[src/rtl/spi_flash_arbiter.sv]
// Shares one SPI flash between the DSP SPI port and CPU SPI1: one owner per
// chip-select transaction, a guard gap between owners, and a hold timeout.
module spi_flash_arbiter #(
  parameter int unsigned            GUARD_CYCLES = 4,
  parameter int unsigned            TIMER_WIDTH  = 20,
  parameter logic [TIMER_WIDTH-1:0] HOLD_LIMIT   = 20'hFFFFF
) (
  input  logic sysclk,
  input  logic reset_INV,
  input  logic dsp_en,
  input  logic dsp_cs_INV,
  input  logic dsp_clk,
  input  logic dsp_mosi,
  output logic dsp_miso,
  input  logic cpu_cs_INV,
  input  logic cpu_clk,
  input  logic cpu_mosi,
  output logic cpu_miso,
  output logic flash_cs_INV,
  output logic flash_clk,
  output logic flash_mosi,
  input  logic flash_miso,
  output logic dsp_busy,
  output logic cpu_busy,
  output logic dsp_fault,
  output logic cpu_fault
);

  localparam int unsigned GUARD_EFF = (GUARD_CYCLES == 0) ? 1 : GUARD_CYCLES;
  localparam int unsigned GW        = $clog2(GUARD_EFF + 1);
  localparam logic [GW-1:0]          GUARD_LAST = GW'(GUARD_EFF - 1);
  localparam logic [GW-1:0]          GUARD_ONE  = GW'(1);
  localparam logic [TIMER_WIDTH:0]   HOLD_ONE   = (TIMER_WIDTH+1)'(1);
  localparam logic [TIMER_WIDTH:0]   HOLD_MAX   = {1'b0, HOLD_LIMIT};

  typedef enum logic [1:0] {IDLE, OWN_DSP, OWN_CPU, GUARD} state_t;

  state_t                 state;
  logic                   last_cpu;
  logic [TIMER_WIDTH-1:0] hold_cnt;
  logic [GW-1:0]          guard_cnt;
  logic                   dsp_lock, cpu_lock;
  logic                   dsp_busy_r, cpu_busy_r;

  logic dsp_cs_p0, dsp_cs_p1, dsp_cs_p2;
  logic cpu_cs_p0, cpu_cs_p1, cpu_cs_p2;
  logic vld_p0, vld_p1, vld_p2;

  // Stage p0/p1: 2-flop CS synchronisers; p2 holds the previous synchronised
  // value. vld_pN marks each stage as holding a real post-reset sample, so a
  // CS held low across reset never looks like a fresh falling edge.
  always_ff @(posedge sysclk or negedge reset_INV) begin
    if (!reset_INV) begin
      dsp_cs_p0 <= 1'b1;
      dsp_cs_p1 <= 1'b1;
      dsp_cs_p2 <= 1'b1;
      cpu_cs_p0 <= 1'b1;
      cpu_cs_p1 <= 1'b1;
      cpu_cs_p2 <= 1'b1;
      vld_p0    <= 1'b0;
      vld_p1    <= 1'b0;
      vld_p2    <= 1'b0;
    end else begin
      dsp_cs_p0 <= dsp_cs_INV;
      dsp_cs_p1 <= dsp_cs_p0;
      dsp_cs_p2 <= dsp_cs_p1;
      cpu_cs_p0 <= cpu_cs_INV;
      cpu_cs_p1 <= cpu_cs_p0;
      cpu_cs_p2 <= cpu_cs_p1;
      vld_p0    <= 1'b1;
      vld_p1    <= vld_p0;
      vld_p2    <= vld_p1;
    end
  end

  logic dsp_req, cpu_req;
  logic [TIMER_WIDTH:0] hold_nx;
  logic hold_over;

  assign dsp_req   = vld_p2 & dsp_cs_p2 & ~dsp_cs_p1 & dsp_en & ~dsp_lock;
  assign cpu_req   = vld_p2 & cpu_cs_p2 & ~cpu_cs_p1 & ~cpu_lock;
  assign hold_nx   = {1'b0, hold_cnt} + HOLD_ONE;
  assign hold_over = (hold_nx >= HOLD_MAX);

  // Stage p3: ownership state, lockouts and sticky faults
  always_ff @(posedge sysclk or negedge reset_INV) begin
    if (!reset_INV) begin
      state      <= IDLE;
      last_cpu   <= 1'b1;
      hold_cnt   <= '0;
      guard_cnt  <= '0;
      dsp_lock   <= 1'b0;
      cpu_lock   <= 1'b0;
      dsp_fault  <= 1'b0;
      cpu_fault  <= 1'b0;
      dsp_busy_r <= 1'b0;
      cpu_busy_r <= 1'b0;
    end else begin
      dsp_busy_r <= (state == OWN_CPU) || (state == GUARD);
      cpu_busy_r <= (state == OWN_DSP) || (state == GUARD);
      if (dsp_cs_p1) dsp_lock <= 1'b0;
      if (cpu_cs_p1) cpu_lock <= 1'b0;
      case (state)
        IDLE: begin
          hold_cnt  <= '0;
          guard_cnt <= '0;
          if (dsp_req && cpu_req) begin
            if (last_cpu) begin
              state     <= OWN_DSP;
              cpu_fault <= 1'b1;
              cpu_lock  <= 1'b1;
            end else begin
              state     <= OWN_CPU;
              dsp_fault <= 1'b1;
              dsp_lock  <= 1'b1;
            end
          end else if (dsp_req) begin
            state <= OWN_DSP;
          end else if (cpu_req) begin
            state <= OWN_CPU;
          end
        end
        OWN_DSP: begin
          hold_cnt <= hold_nx[TIMER_WIDTH-1:0];
          if (cpu_req) begin
            cpu_fault <= 1'b1;
            cpu_lock  <= 1'b1;
          end
          if (dsp_cs_p1) begin
            last_cpu <= 1'b0;
            state    <= GUARD;
          end else if (hold_over || !dsp_en) begin
            dsp_fault <= 1'b1;
            dsp_lock  <= 1'b1;
            last_cpu  <= 1'b0;
            state     <= GUARD;
          end
        end
        OWN_CPU: begin
          hold_cnt <= hold_nx[TIMER_WIDTH-1:0];
          if (dsp_req) begin
            dsp_fault <= 1'b1;
            dsp_lock  <= 1'b1;
          end
          if (cpu_cs_p1) begin
            last_cpu <= 1'b1;
            state    <= GUARD;
          end else if (hold_over) begin
            cpu_fault <= 1'b1;
            cpu_lock  <= 1'b1;
            last_cpu  <= 1'b1;
            state     <= GUARD;
          end
        end
        GUARD: begin
          hold_cnt <= '0;
          if (dsp_req) begin
            dsp_fault <= 1'b1;
            dsp_lock  <= 1'b1;
          end
          if (cpu_req) begin
            cpu_fault <= 1'b1;
            cpu_lock  <= 1'b1;
          end
          if (guard_cnt == GUARD_LAST) begin
            guard_cnt <= '0;
            state     <= IDLE;
          end else begin
            guard_cnt <= guard_cnt + GUARD_ONE;
          end
        end
        default: state <= IDLE;
      endcase
    end
  end

  // Pin mux follows the registered owner so flash CS drops the instant reset hits
  always_comb begin
    flash_cs_INV = 1'b1;
    flash_clk    = 1'b0;
    flash_mosi   = 1'b0;
    dsp_miso     = 1'b0;
    cpu_miso     = 1'b0;
    case (state)
      OWN_DSP: begin
        flash_cs_INV = dsp_cs_INV;
        flash_clk    = dsp_clk;
        flash_mosi   = dsp_mosi;
        dsp_miso     = flash_miso;
      end
      OWN_CPU: begin
        flash_cs_INV = cpu_cs_INV;
        flash_clk    = cpu_clk;
        flash_mosi   = cpu_mosi;
        cpu_miso     = flash_miso;
      end
      default: ;
    endcase
  end

  assign dsp_busy = dsp_busy_r | ~dsp_en;
  assign cpu_busy = cpu_busy_r;

endmodule

[config.mk]
export PLATFORM = sky130hd
export DESIGN_NAME = spi_flash_arbiter
export DESIGN_NICKNAME = d
export VERILOG_FILES = /design/src/rtl/spi_flash_arbiter.sv
export SDC_FILE = /design/constraint.sdc
export NUM_CORES = 1
export LEC_CHECK = 0
export CORE_ASPECT_RATIO = 0.6
export CORE_MARGIN = 2
export CORE_UTILIZATION = 40
export DETAILED_ROUTE_END_ITERATION = 12
export GPL_ROUTABILITY_DRIVEN = 0
export PLACE_DENSITY = 0.66
export SYNTH_ARGS = -nofsm -noshare
export SYNTH_HDL_FRONTEND = slang
export SYNTH_SLANG_ARGS = --single-unit
[constraint.sdc]
create_clock -name sysclk -period 3.14 [get_ports sysclk]
set_input_delay 0.942 -clock sysclk [delete_from_list [all_inputs] [get_ports sysclk]]
set_output_delay 0.942 -clock sysclk [all_outputs]
set_load 0.05 [all_outputs]
==> flow_summary.yaml <==
timing:
  final.period_utilization_pct: 91.6
  hold_violations: 0
  relSlewSlack_pct: 40.1
  grt_setup_unrepaired: "false"
  fin_tns_setup_ns: 0
  min_period_ns: 2.88
  setup_viol: 0
  holdWs_ns: 0.352
  report.final.slew_viol_count: 0
  fin_skew_ns: 0.00611
  tightest_slew_ns: 0.898
  fmax_mhz: 348
floorplan:
  die_area_sq_um: 6100
  start_util_pct: 42.5
  die_w_um: 99.5
  rows: 20
  die_h_um: 61.3
  core_sq_um: 5150
  io_pins: 19
clocking:
  clockRootBuffer: "clkbuf_8"
  cts_resized: 0
  tritoncts: "built"
  clock_path_buffers: 2
  cts_hold_buf: 0
  postCtsSetupRepairBufs: 0
  clk_pin_slew_ns: 0.08
  cts_buffers: 5
  clkLatencyLatePin_ns: 0.30
  clkSinkCount: 41
  h-tree-depth: 2
global_route:
  grt_pass1_wl_um: 7450
  overflow: 0
  grt_usage_pct: 16.1
  antenna_found_initial: 0
  grt_pass1_vias: 1522
  grt_max_degree: 42
placed_design:
  place_hpwl_um: 3380
  placed_area_sq_um: 2490
  portBuffers: 18
route:
  num_vias: 1661
  drc_errors: 0
  ant_nets: 0
  via_per_inst: 5.22
  firstDrtPassIters: 4
  routed_wl_um: 4590
  wl_per_cell_um: 14.4
  drtIter0Drc: 88
synthesis:
  ys_ff_latch: 41
  netlist_area_sq_um: 2190
  ys_warn_count: 0
  yosysSeqAreaShare_pct: 47.3
  synth.distinct_cells: 52
  avgSynthCellArea_sq_um: 9.60
  synthFlopType: "dfrtp_1"
  synth_edf_count: 0
  synth-async-reset-ratio_pct: 100
  syn_inst: 228
  synth_nets: 246
critical_path:
  r2r_end: "dsp_fault"
  reg2reg_slack_ns: 0.47
  end_kind: "primary output"
  critical_path_class: "flop to primary output"
  crit_path_start_kind: "flop"
  cp.required_ns: 2.20
  critPathArrivalTime_ns: 1.93
  worst-path-max-fanout: 7
  reg2reg_depth: 7
  r2r_start: "hold_cnt[0]"
final_layout:
  final_nets: 269
  final_common_cell: "dfrtp_1"
  fill_cells: 485
  syn_to_final_growth_pct: 17.8
  seq_area_sq_um: 1030
  antenna_cells: 0
  multi_input_area_sq_um: 1070
  final_area_sq_um: 2580
  final_layout_size_suffix_gt1_share_pct: 13.5
  final_cell_mix: "dfrtp_1, nor2_1, nand2_1"
power:
  p_sw_mw: 0.857
  ir_drop_uv: 306
  p_comb_share_pct: 47.3
  cellPowerDensity_nw_per_um2: 760
  p_leak_nw: 1.06
  p_int_mw: 1.10
  clkPwrFrac_pct: 17.4
  swShare_pct: 43.7
  seqPwrFrac_pct: 35.3
worst_hold_path:
  whs_path_depth: 0
  holdPathEnd: "vld_p2"
  hold_path_class: "flop to flop"
  hold_start: "vld_p1"
outcome:
  outcome: "finished, final reports clean"
job:
  cap_violations: 0
## registers in the layout (all words and copies together) (netlist names)
name        flops
dsp_cs_p1       1
state           2
cpu_cs_p2       1
cpu_lock        1
hold_cnt       20
vld_p1          1
dsp_fault       1
cpu_fault       1
guard_cnt       3
dsp_lock        1
cpu_cs_p0       1
vld_p2          1
dsp_busy_r      1
dsp_cs_p2       1
cpu_busy        1
cpu_cs_p1       1
vld_p0          1
dsp_cs_p0       1
last_cpu        1
## how the worst max path moves through the flow
stage | depth (start not counted) | slack, ns | start | end
2_1_floorplan | 5 | 0.40 | state[0] | flash_clk
3_3_place_gp | 3 | 0.31 | cpu_cs_INV | flash_cs_INV
3_5_place_dp | 3 | 0.28 | cpu_cs_INV | flash_cs_INV
4_1_cts | 5 | 0.27 | state[0] | flash_cs_INV
5_1_grt | 5 | 0.17 | state[0] | flash_cs_INV
6_report | 5 | 0.26 | state[0] | flash_cs_INV
## logic make-up after synthesis
group                    synth area share (%)
AO/OA/AOI/OAI                            13.6
other                                   0.171
AND/OR/NAND/NOR                          23.8
adder cells (fa/ha/maj)                  4.57
XOR/XNOR                                 6.40
flip-flops                               47.3
buffers and inverters                    3.66
multiplexers                            0.515
## per-layer routing
| layer | GRT usage (%) | up-vias | part of all wire [%] |
|---|---|---|---|
| li1 | - | 845 | - |
| met1 | 25.9 | 776 | 58 |
| met2 | 19.9 | 36 | 36 |
| met3 | 4.65 | 4 | 5.2 |
| met4 | 5.28 | 0 | 0.72 |
| met5 | 0 | - | 0 |
## cells in the mapped netlist, types with 2 or more instances
library cell | instances | area, sq um
nand4_1 | 6 | 37.5
dfrtp_1 | 34 | 851
a21oi_1 | 6 | 30.0
a22oi_1 | 2 | 15.0
o21ai_0 | 10 | 50.1
inv_1 | 15 | 56.3
o22ai_1 | 3 | 18.8
dfstp_2 | 7 | 184
nand2b_1 | 3 | 18.8
nand2_1 | 17 | 63.8
nor2_1 | 29 | 109
o31ai_1 | 4 | 30.0
o211ai_1 | 2 | 15.0
and2_1 | 6 | 37.5
and3_1 | 2 | 12.5
nor4_1 | 2 | 12.5
xnor2_1 | 10 | 87.6
clkbuf_1 | 2 | 7.51
xor2_1 | 6 | 52.6
nand3_1 | 10 | 50.1
or3_1 | 3 | 18.8
nor3_1 | 7 | 35.0
nand4_2 | 2 | 25.0
nor2b_1 | 2 | 12.5
nand3b_1 | 2 | 15.0
ha_1 | 8 | 100
a31oi_1 | 3 | 18.8
## through the flow
step                      setup slack (ns)  utilization [%]  power [mW]  instances
after floorplan                      0.395                -        1.31        228
after global placement               0.306             48.3        1.62        310
after detailed placement             0.280             48.3        1.63        310
after CTS                            0.268             50.0        1.97        318
after global routing                 0.173             50.0        2.09        318
final                                0.263             50.0        1.96        318
## power groups by stage
| stage | Clock, mW | Sequential [mW] | Combinational, mW |
|---|---|---|---|
| 2_1_floorplan | 0 | 0.689 | 0.622 |
| 3_3_place_gp | 0 | 0.697 | 0.923 |
| 3_5_place_dp | 0 | 0.699 | 0.927 |
| 4_1_cts | 0.354 | 0.689 | 0.930 |
| 5_1_grt | 0.379 | 0.701 | 1.01 |
| 6_report | 0.342 | 0.692 | 0.927 |
## area by class of cell
class,instances,share of cell area [%]
clock buffer,5,2.67
tap,66,3.20
inverter,15,2.18
sequential,41,40.1
multi-input combinational,167,41.6
clock inverter,3,0.679
timing repair buffer,21,9.51
## worst max-delay path, cell delays in order, from the launching register on
cell     delay, ns
dfrtp_1       0.43
inv_1         0.10
ha_1          0.42
inv_1         0.20
a221o_1       0.30
buf_4         0.19
(Power assumes the default switching activity.)
==> edit 1 (same settings) <==
Change the parameter `GUARD_CYCLES` from 4 to 8.
--- a/src/rtl/spi_flash_arbiter.sv
+++ b/src/rtl/spi_flash_arbiter.sv
@@ -1,7 +1,7 @@
 // Shares one SPI flash between the DSP SPI port and CPU SPI1: one owner per
 // chip-select transaction, a guard gap between owners, and a hold timeout.
 module spi_flash_arbiter #(
-  parameter int unsigned            GUARD_CYCLES = 4,
+  parameter int unsigned            GUARD_CYCLES = 8,
   parameter int unsigned            TIMER_WIDTH  = 20,
   parameter logic [TIMER_WIDTH-1:0] HOLD_LIMIT   = 20'hFFFFF
 ) (
Function: no difference found for any inputs over 10 cycles, from zero or initial values and one cycle with reset_INV low; that may be too few to reach the edited logic, so the function may still have changed.
==> edit 1 against the original RTL <==
Count of clock-buffer cells in the layout grew 1. Wire length grew 3.9%. Design area grew 1.7%. Sequential cell count grew 1. Combinational power shrank 1%. Non-clock buffer count shrank 1. Synthesized cell count grew 3.9%. Setup slack gained 0.0046 ns. Cell count grew 2.2%. Total power grew 0.50%. Via count grew 7.8%. Sequential share of layout area grew 0.28 points. Area after synthesis grew 2.3%. Largest power group unchanged.
==> edit 1: results (changes against the original RTL) <==
- Grt met1 use: 26.1% (+0.19 points)
- Vias after detailed routing: 1791 (+7.8%)
- First-pass GRT wire length: 7790 µm (+4.6%)
- Syn_nets: 255 (+3.7%)
- Initial drt markers: 107 (+22%)
- Reg2Reg Setup Slack: 0.60 ns (+0.13 ns)
- Yosys top cell area share: 39.1% (+0.23 points)
- CP max-delay cell: clkdlybuf4s50_1
- Crit path launch: dsp_cs_INV
- Static leakage: 1.09 nW (+2.7%)
- Share of power burned in registers: 34.7% (-0.6 points)
- Outcome: finished clean
- Grt met3 use: 4.59% (-0.068 points)
- Met2 WL: 1810 µm (+11%)
- Critical-path maximum fanout: 2 (-5)
- Comb pwr share: 46.6% (-0.7 points)
- Top cells by area, synth: dfrtp_1 39%, dfstp_2 8.2%, nor2_1 6.7%, ha_1 4.5%, xor2_1 3.9%
- Max VDD drop: 0.000368 V (+20%)
- GR Util All Layers: 16.7% (+0.63 points)
- R2R Path Start: hold_cnt[11]
- Largest net degree at the start of global routing: 43 (+2.4%)
- Metal3 WL: 292 µm (+23%)
- Layout fillers: 518 (+6.8%)
- Synth cell types: 53 (+1.9%)
- DP HPWL: 3490 µm (+3.4%)
- Type of the tightest min-delay check: reg2reg
- Largest regs: hold_cnt x20, guard_cnt x4, state x2
- Final #Nets: 273 (+1.5%)
- Commonest cells in the netlist: 40 x nor2_1, 35 x dfrtp_1, 15 x nand3_1
- Switching pwr: 849 µW (-1.0%)
- Post-synthesis sequential area ratio: 47.3% (about the same)
- DRT met1 WL: 2620 µm (-2.4%)
## edit 1: changes by cell type in the layout (fill, tap and decap cells not counted), moves of 3 or more
cell | before | now
nand3_1 | 10 | 15
xnor2_1 | 10 | 6
nand2_1 | 17 | 11
a211oi_1 | 0 | 3
nor2_1 | 29 | 40
o21ai_1 | 0 | 3
inv_1 | 15 | 12
xor2_1 | 6 | 10
## edit 1: final cells by class
| class | count | area share (%) |
|---|---|---|
| multi-input combinational | 174 | 41.9 |
| tap | 69 | 3.29 |
| timing repair buffer | 20 | 9.06 |
| inverter | 12 | 1.72 |
| sequential | 42 | 40.4 |
| clock buffer | 6 | 3.15 |
| clock inverter | 2 | 0.477 |
## edit 1: worst min path at each step
stage	from	to	cells past startpoint
after detailed placement	vld_p1	vld_p2	0
after global placement	vld_p0	vld_p1	0
after CTS	vld_p1	vld_p2	0
after floorplan	vld_p0	vld_p1	0
final	cpu_cs_p0	cpu_cs_p1	0
after global routing	vld_p1	vld_p2	0
## edit 1: logic make-up after synthesis
family	after synthesis	share of synthesized area, %
DFF	42	47.3
adders and majority gates	8	4.47
other	1	0.167
and+or+nand+nor	103	23.2
xor gates and xnor gates	16	6.26
muxes	2	0.950
buffers and inverters	21	3.63
AOI/OAI and AO/OA	44	14.0
## edit 1: critical path, delay by kind of cell
kind	cells	cell delay (ns)
buf+inv	2	0.65
compound gates	1	0.34
## edit 1: through the flow
stage	util, %	instance area [µm²]	cells	worst slack (ns)	hold WS, ns
5_1_grt	47.8	2620	325	0.240	0.362
4_1_cts	47.8	2620	325	0.258	0.357
3_5_place_dp	46.0	2530	317	0.251	0.338
3_3_place_gp	46.0	2530	317	0.256	0.333
2_1_floorplan	-	2240	237	0.407	0.331
6_report	47.8	2620	325	0.268	0.354
==> edit 2 (same flow settings) <==
Made on the original files. Reset style: synchronous (`reset_INV`), changed in 2 clocked blocks.
--- a/src/rtl/spi_flash_arbiter.sv
+++ b/src/rtl/spi_flash_arbiter.sv
@@ -49,7 +49,7 @@
   // Stage p0/p1: 2-flop CS synchronisers; p2 holds the previous synchronised
   // value. vld_pN marks each stage as holding a real post-reset sample, so a
   // CS held low across reset never looks like a fresh falling edge.
-  always_ff @(posedge sysclk or negedge reset_INV) begin
+  always_ff @(posedge sysclk) begin
     if (!reset_INV) begin
       dsp_cs_p0 <= 1'b1;
       dsp_cs_p1 <= 1'b1;
@@ -83,7 +83,7 @@
   assign hold_over = (hold_nx >= HOLD_MAX);
 
   // Stage p3: ownership state, lockouts and sticky faults
-  always_ff @(posedge sysclk or negedge reset_INV) begin
+  always_ff @(posedge sysclk) begin
     if (!reset_INV) begin
       state      <= IDLE;
       last_cpu   <= 1'b1;
Behaviour: differs if reset_INV is asserted again (counterexample within 10 cycles, from zero or initial values and one cycle with reset_INV low); with reset_INV held inactive, the same outputs for 10 cycles.
==> edit 2 against the original RTL <==
Area after synthesis shrank 2.1%. Sequential cell count unchanged. Setup slack gained 0.075 ns. Wire length grew 5.6%. Total power down 16%. Design area decreased by 0.24%. Maximum frequency increased by 2.7%. Synthesized cell count is 11% higher.
==> edit 2: results (changes against the original RTL) <==
- Share of cells above drive strength 1: 10.3% (-3.2 points)
- Top cells by area, synth: dfxtp_1 38%, nor2_1 5.8%, xor2_1 4.5%, ha_1 4.1%, nand2_1 4.0%
- Ant diodes: 0 (unchanged)
- FF-to-FF End: state[1]
- Post-synthesis cell count: 252 (+11%)
- Synth cell types: 51 (-1.9%)
- GR Util All Layers: 17.6% (+1.5 points)
- Routed WL per cell: 14.3 µm (-0.94%)
- XOR/XNOR share of the synthesized area: 5.72% (-0.68 points)
- Clock Tree Buf Depth: 2 (unchanged)
- Post-synthesis mux area share: 0.467% (-0.048 points)
- Post-synthesis sequential area ratio: 38.3% (-9.0 points)
- Crit path arrival time: 1.86 ns (-0.07 ns)
- Vias in the first global route: 1652 (+8.5%)
- Largest regs: hold_cnt x20, guard_cnt x3, state x2
- Ys async rst share: 0% (-100 points)
- First-pass GRT wire length: 8220 µm (+10%)
- Static leakage: 0.924 nW (-13%)
- Skew final: 0.00329 ns (-0.00282 ns)
- Reg2Reg Setup Slack: 0.51 ns (+0.04 ns)
- Synth Area in Adders: 4.09% (-0.49 points)
- Dpl cells: 331 (+6.8%)
- Internal Power: 1.06 mW (-4.0%)
- Ys flop type: dfxtp_1
- DP Area: 2460 µm² (-1.5%)
- R2R Path Start: hold_cnt[0]
- WHS: 0.411 ns (+0.0591 ns)
- Compound-Gate Fraction of Synth Area: 16.7% (+3.1 points)
- Worst r2r path cells: 8 (+1)
- Commonest cells in the netlist: 41 x dfxtp_1, 33 x nor2_1, 23 x nand2_1
- Final #Nets: 289 (+7.4%)
- Outcome: finished clean
- Post-place setup slack: 0.336 ns (+0.0566 ns)
- HP Start: cpu_cs_p0
- Layout Cells excl Fill: 339 (+6.6%)
- First-pass DRT Iterations: 4 (unchanged)
- Largest net degree at the start of global routing: 21 (-50%)
- Max VDD drop: 0.000502 V (+64%)
- Hold path depth: 1 (+1)
- DP HPWL: 3550 µm (+5.2%)
- Hold Path End: cpu_cs_p1
- Critical-path maximum fanout: 1 (-6)
- Tightest Pin Transition: 0.713 ns (-0.186 ns)
- Worst-Skew Late Latency: 0.29 ns
- Initial drt markers: 170 (+93%)
- Syn_nets: 269 (+9.3%)
- Vias after detailed routing: 1828 (+10%)
[edit 2: worst max-delay path, stage by stage]
cell and delay, ns:
clkdlybuf4s50_1 0.45, a22oi_1 0.08, nor2b_1 0.22, buf_12 0.17
[edit 2: final cells by class]
class | instances | area [µm²]
clock buffer | 7 | 86.3
tap | 66 | 82.6
sequential | 41 | 821
inverter | 10 | 37.5
timing repair buffer | 21 | 263
fill | 513 | 2530
multi-input combinational | 193 | 1250
clock inverter | 1 | 30.0
[edit 2: logic make-up (layout without fill, tap and decap cells)]
group,count (synthesis),count (layout)
buf+inv,18,39
xor+xnor,14,14
compound gates,47,47
simple gates,124,124
fa+ha+maj,7,7
mux,1,1
flops,41,41
[edit 2: power groups by stage]
stage / Combinational, mW / Sequential [mW] / Clock (mW)
4_1_cts: 0.615 / 0.602 / 0.448
2_1_floorplan: 0.356 / 0.649 / 0
6_report: 0.612 / 0.603 / 0.439
3_5_place_dp: 0.609 / 0.615 / 0
5_1_grt: 0.665 / 0.611 / 0.472
3_3_place_gp: 0.600 / 0.614 / 0
[edit 2: how the worst max path moves through the flow]
stage | slack [ns] | endpoint | start
2_1_floorplan | 0.48 | flash_clk | cpu_clk
3_5_place_dp | 0.34 | flash_mosi | cpu_mosi
6_report | 0.34 | flash_clk | cpu_clk
5_1_grt | 0.27 | flash_mosi | cpu_mosi
3_3_place_gp | 0.34 | flash_clk | cpu_clk
4_1_cts | 0.34 | flash_clk | cpu_clk
[edit 2: layer usage]
layer | wire, µm | part of all wire, % | vias to the layer above | track usage (%)
li1 | - | - | 926 | -
met4 | 47 | 0.97 | 0 | 4.70
met2 | 1760 | 36 | 50 | 23.6
met5 | 0 | 0 | - | 0
met3 | 289 | 6.0 | 7 | 4.49
met1 | 2750 | 57 | 845 | 27.6
